$ cat config.mk
export PLATFORM = sky130hd
export DESIGN_NAME = universal_shift_reg
export DESIGN_NICKNAME = d
export VERILOG_FILES = /design/src/rtl/universal_shift_reg.sv
export SDC_FILE = /design/constraint.sdc
export NUM_CORES = 1
export LEC_CHECK = 0
export CAP_MARGIN = 10
export CORE_MARGIN = 2
export CORE_UTILIZATION = 35
export CTS_BUF_LIST = sky130_fd_sc_hd__clkbuf_4 sky130_fd_sc_hd__clkbuf_8 sky130_fd_sc_hd__clkbuf_16
export DETAILED_ROUTE_END_ITERATION = 6
export GPL_TIMING_DRIVEN = 0
export PLACE_DENSITY = 0.7
export SLEW_MARGIN = 10
export SYNTH_ARGS = -nofsm -noshare
export SYNTH_HDL_FRONTEND = slang
export SYNTH_SLANG_ARGS = --single-unit
$ cat constraint.sdc
create_clock -name clk -period 1.95 [get_ports clk]
set_clock_uncertainty 0.1 [all_clocks]
set_input_delay 0.195 -clock clk [delete_from_list [all_inputs] [get_ports clk]]
set_output_delay 0.195 -clock clk [all_outputs]
set_load 0.01 [all_outputs]
$ cat src/rtl/universal_shift_reg.sv
// Universal shift register: hold, parallel load, shift and rotate in both directions, clear and set.
// qbar and the serial-out taps are combinational views of q. The changed flag is registered.
module universal_shift_reg #(
  parameter int               WIDTH     = 4,
  parameter logic [WIDTH-1:0] RESET_VAL = '0
) (
  input  logic             clk,
  input  logic             reset,
  input  logic             en,
  input  logic [2:0]       mode,
  input  logic [WIDTH-1:0] d,
  input  logic             sin_lsb,
  input  logic             sin_msb,
  output logic [WIDTH-1:0] q,
  output logic [WIDTH-1:0] qbar,
  output logic             sout_msb,
  output logic             sout_lsb,
  output logic             changed
);

  localparam logic [2:0] MODE_HOLD = 3'b000;
  localparam logic [2:0] MODE_LOAD = 3'b001;
  localparam logic [2:0] MODE_SHL  = 3'b010;
  localparam logic [2:0] MODE_SHR  = 3'b011;
  localparam logic [2:0] MODE_ROL  = 3'b100;
  localparam logic [2:0] MODE_ROR  = 3'b101;
  localparam logic [2:0] MODE_CLR  = 3'b110;
  localparam logic [2:0] MODE_SET  = 3'b111;

  logic [WIDTH-1:0] q_next;

  // en=0 collapses every mode to hold, so changed falls out of one comparison
  always_comb begin
    q_next = q;
    if (en) begin
      case (mode)
        MODE_HOLD: q_next = q;
        MODE_LOAD: q_next = d;
        MODE_SHL:  q_next = {q[WIDTH-2:0], sin_lsb};
        MODE_SHR:  q_next = {sin_msb, q[WIDTH-1:1]};
        MODE_ROL:  q_next = {q[WIDTH-2:0], q[WIDTH-1]};
        MODE_ROR:  q_next = {q[0], q[WIDTH-1:1]};
        MODE_CLR:  q_next = '0;
        MODE_SET:  q_next = '1;
        default:   q_next = q;
      endcase
    end
  end

  always_ff @(posedge clk) begin
    if (reset) begin
      q       <= RESET_VAL;
      changed <= 1'b0;
    end else begin
      q       <= q_next;
      changed <= (q_next != q);
    end
  end

  assign qbar     = ~q;
  assign sout_msb = q[WIDTH-1];
  assign sout_lsb = q[0];

endmodule

# After elaboration in Yosys (flattened, before gate mapping)
# Cells that the tools add are included.
[op_classes]
bitwise = 1
mul = 0
muxes = 2
reduce_logical = 1
n_addsub = 0
n_shift = 0
magnitude_cmp = 0
n_div = 0
eq_ne = 8
[ops]
columns = ["operator", "n"]
rows = [
  ["$pmux 4 s8", 1],
  ["$eq 3x3->1 const B", 4],
  ["$eq 3x2->1 const B", 2],
  ["$mux 4", 1],
  ["$ne 4x4->1", 1],
  ["$not 4->4", 1],
  ["$eq 3x1->1 const B", 1],
  ["$logic_not 3->1", 1],
]
[word_totals]
wordCells = 14
out_inout_bits = 11
register_bits = 5
latch_bits = 0
rom_bits = 0
n_memories = 0
ram_bits = 0
inputBits = 12

# Logic depth before layout (Yosys ltp)
# Gate-level depths: netlist of run 1.
[logic_depth]
ltp_word = 4
mapped_depth = 6
mapped_depth_nobuf = 5

# Least setup slack after synthesis of run 1
# OpenSTA, ideal clock, no wires.
[synth_path]
path_type = "register to register"
start = "register q[1]"
end = "register changed"
n_path_buf = 0
period_less_slack_ns = 1.575
arrival_time_ns = 1.338
required_ns = 1.713
setup_ns = 0.137
path_slack_ns = 0.375
stages_incl_launch_ff = 6
path_cell_list = "dfxtp_1 > mux2_2 > o221ai_1 > and4_1 > a221oi_1 > a41oi_2"
[synth_via]
elab_chain_cells = 3
[synth_rtl]
columns = ["item", "line", "source"]
rows = [
  ["start: declaration", "14", "output logic [WIDTH-1:0] q,"],
  ["start signal: assignment", "55", "q <= q_next;"],
  ["$pmux 4 s8", "36", "case (mode)"],
  ["$mux 4", "35", "if (en) begin"],
  ["$ne 4x4->1 (*)", "56", "changed <= (q_next != q);"],
  ["end signal: assignment", "56", ""],
  ["end: declaration", "18", "output logic changed"],
]
# Every way passes the cells marked *; elsewhere a longest branch is shown, timed or not.
# A chain may end at the register's enable or synchronous reset.

# Worst setup path in the final report of run 1
[layout_path]
start = "input port mode[1]"
end = "register changed"
[layout_via]
elab_chain_cells = 4
word_cells_on_any_way = 11
classes_between = "eq/ne (8); mux (2); reduce/logical (1)"
[layout_rtl]
columns = ["item", "line", "source"]
rows = [
  ["start: declaration", "10", "input logic [2:0] mode,"],
  ["$eq 3x3->1, or another cell as far along", "36", ""],
  ["$pmux 4 s8 (*)", "36", ""],
  ["$mux 4 (*)", "35", ""],
  ["$ne 4x4->1 (*)", "56", ""],
]
# Marks and branches as above.

==> results of run 1 <==
kinds of logic (layout without fill, tap and decap cells):
kind of cell,count (synthesis),after routing,share of synthesized area
AO/OA/AOI/OAI,21,21,0.368
adder cells (fa/ha/maj),1,1,0.0200
buffers and inverters,12,38,0.122
flip-flops,5,5,0.200
multiplexers,4,4,0.0850
AND/OR/NAND/NOR,17,17,0.205
per-layer routing:
| layer | up-vias | part of all wire |
|---|---|---|
| met1 | 248 | 0.49 |
| met3 | 4 | 0.078 |
| met5 | - | 0 |
| met4 | 0 | 0.019 |
| li1 | 282 | - |
| met2 | 20 | 0.42 |
synth_stat cells (2+ instances only):
master	n
a211oi_1	3
nor2_1	3
o221ai_1	2
nand2b_1	3
inv_1	7
mux2_2	2
a21oi_1	2
buf_4	2
o21ai_0	2
dfxtp_1	5
nand2_1	3
mux2i_1	2
where the power goes:
part / total [mW] / internal (mW) / leakage, nW / switching (mW)
Combinational: 0.163 / 0.0946 / 0.229 / 0.0684
Clock: 0.139 / 0.0915 / 0.0184 / 0.0471
Sequential: 0.126 / 0.112 / 0.0416 / 0.0138
Total: 0.428 / 0.298 / 0.289 / 0.129
path summary, 6_finish.rpt:
check	cells past startpoint	slack, ps	start	to
worst max-delay path	7	140	mode[1]	changed$_SDFF_PP0_
worst min-delay path	2	500	q[3]$_SDFF_PP0_	q[3]$_SDFF_PP0_
worst max register to register	5	220	q[1]$_SDFF_PP0_	changed$_SDFF_PP0_
worst min register to register	2	500	q[3]$_SDFF_PP0_	q[3]$_SDFF_PP0_
worst register-to-register path, cell delays in order (launching register included):
cell,delay [ps]
dfxtp_1,470
mux2_2,210
o221ai_1,110
and4_1,230
a221oi_1,320
a41oi_2,150
flip-flops by register name, summed over array words and instances (netlist names):
register  flops
q             4
changed       1
cells in the final DEF (no fill, tap or decap), types with 2 or more instances in the layout:
cell	instances
mux2_2	2
o21ai_0	2
a21oi_1	2
clkbuf_4	4
nand2b_1	3
o221ai_1	2
nand2_1	3
a211oi_1	3
inv_1	7
dfxtp_1	5
buf_4	2
nor2_1	3
clkdlybuf4s50_1	22
mux2i_1	2
through the flow:
step / TNS, ps / total power [mW] / instance area (um^2) / hold WS (ps)
finish: 0 / 0.428 / 769 / 497
global route: 0 / 0.454 / 769 / 543
CTS: 0 / 0.431 / 769 / 502
detailed placement: -129 / 0.291 / 739 / 496
global placement: -136 / 0.290 / 739 / 487
floorplan: 0 / 0.211 / 500 / 158
layout make-up:
class | instances | share of cell area
Inverter | 8 | 0.0390
Buffer | 4 | 0.0407
Multi-Input combinational cell | 43 | 0.441
Tap cell | 15 | 0.0244
Clock buffer | 4 | 0.0390
Sequential cell | 5 | 0.130
Timing Repair Buffer | 22 | 0.286
==> impl_metrics.json, run 1 <==
{
  "status": "complete, no violations",
  "cts_max_level": 1,
  "end_kind": "register",
  "async_flop_share": 0,
  "gp_congestion": 0.838,
  "die_h_um": 41.8,
  "setup_viol": 0,
  "critPathKind": "input port to register",
  "io_buffers": 22,
  "power_density_nw_per_um2": 556,
  "yosys.area.top_type_share": 0.200,
  "critical_path.top_delay_family": "compound AO/OA/AOI/OAI gates",
  "max_stage_delay_ps": 480,
  "final_util": 0.584,
  "first_global_vias": 461,
  "nNetsFinal": 99,
  "grtUsageMet3": 0.0696,
  "fill_cells": 130,
  "ioPinCount": 23,
  "cts.sinks": 5,
  "hold_class": "register to register",
  "drt_first_pass_iters": 4,
  "rsz0062_at_grt": "no",
  "cts_made_buffers": 3,
  "vias_per_cell": 5.49,
  "yosysTopAreaCell": "dfxtp_1",
  "ir_drop_uv": 367,
  "post-place-ws_ps": -129,
  "clk_latency_ps": 250,
  "ff_latch_area_um2": 100,
  "min_period_over_period": 0.930,
  "crit_path_start_kind": "input port",
  "start_util": 0.380,
  "ys_types": 36,
  "crit_arrival_ps": 1830,
  "track_usage": 0.161,
  "drt_wl_total_um": 1290,
  "synth.area.top_cells": "dfxtp_1, inv_1, a211oi_1, mux2_2, mux2i_1",
  "path_buf_inv": 2,
  "slowest_stage": "clkdlybuf4s50_1",
  "die_w_um": 41.8,
  "dp.cells": 97,
  "netlist_area_um2": 500,
  "synth_cells": 60,
  "rows": 13,
  "crit_path_cell_trace": "clkdlybuf4s50_1 > buf_6 > nor2_1 > a2111o_1 > o31ai_2 > a221oi_1 > a41oi_2",
  "cts_tree": "built",
  "clk_pin_slew_ps": 40,
  "post_cts_buffers": 0,
  "drtIter0Drc": 5,
  "gr-total-overflow": 0,
  "top_usage_layer": "met2",
  "timing.final.crit_period_ps": 1810,
  "wire_per_inst_um": 12.8,
  "ys_ff_latch": 5,
  "syn_area_per_cell_um2": 8.34,
  "grt_max_degree": 11,
  "use_met2": 0.228,
  "hold_buffers": 0,
  "num_antenna_cells": 0,
  "p_leak_nw": 0.289,
  "synth_nets": 72,
  "multi_input_comb_area_um2": 339,
  "max_slew_margin": 0.652,
  "required_ps": 1970,
  "clock-root-buffer": "clkbuf_4",
  "drv_slew": 0,
  "yosysWarningCount": 0,
  "vias": 554,
  "dp_hpwl_um": 965,
  "crit_fanout": 10,
  "worstMarginPinSlew_ps": 515,
  "fmax_ghz": 0.552,
  "die_area_um2": 1750,
  "post_cts_resized": 0,
  "hold_violations": 0,
  "grt_pass1_wl_um": 2140,
  "fp.coreArea_um2": 1320,
  "cts_buffer_depth": 2,
  "seq_area_frac_synth": 0.200,
  "synth_edf_count": 0,
  "globalRouteMet1Util": 0.206,
  "fin_ws_ps": 137,
  "ant_nets": 0,
  "maxCapViolCount": 0,
  "layout.cells.non_filler": 101,
  "drcViolationCount": 0,
  "grt_antenna_before_repair": 0,
  "drive_above_1_share": 0.221,
  "area_growth_pct": 53.8,
  "ys.flop_type": "dfxtp_1"
}
No activity file was read; power rests on OpenSTA's default activity.
==> run 2: changes to the inputs <==
--- a/config.mk
+++ b/config.mk
@@ -12,6 +12,7 @@
 export DETAILED_ROUTE_END_ITERATION = 6
 export GPL_TIMING_DRIVEN = 0
 export PLACE_DENSITY = 0.7
+export SKIP_CTS_REPAIR_TIMING = 1
 export SLEW_MARGIN = 10
 export SYNTH_ARGS = -nofsm -noshare
 export SYNTH_HDL_FRONTEND = slang
==> results of run 2 <==
Final layout, timing and power as in run 1 (identical DEF).
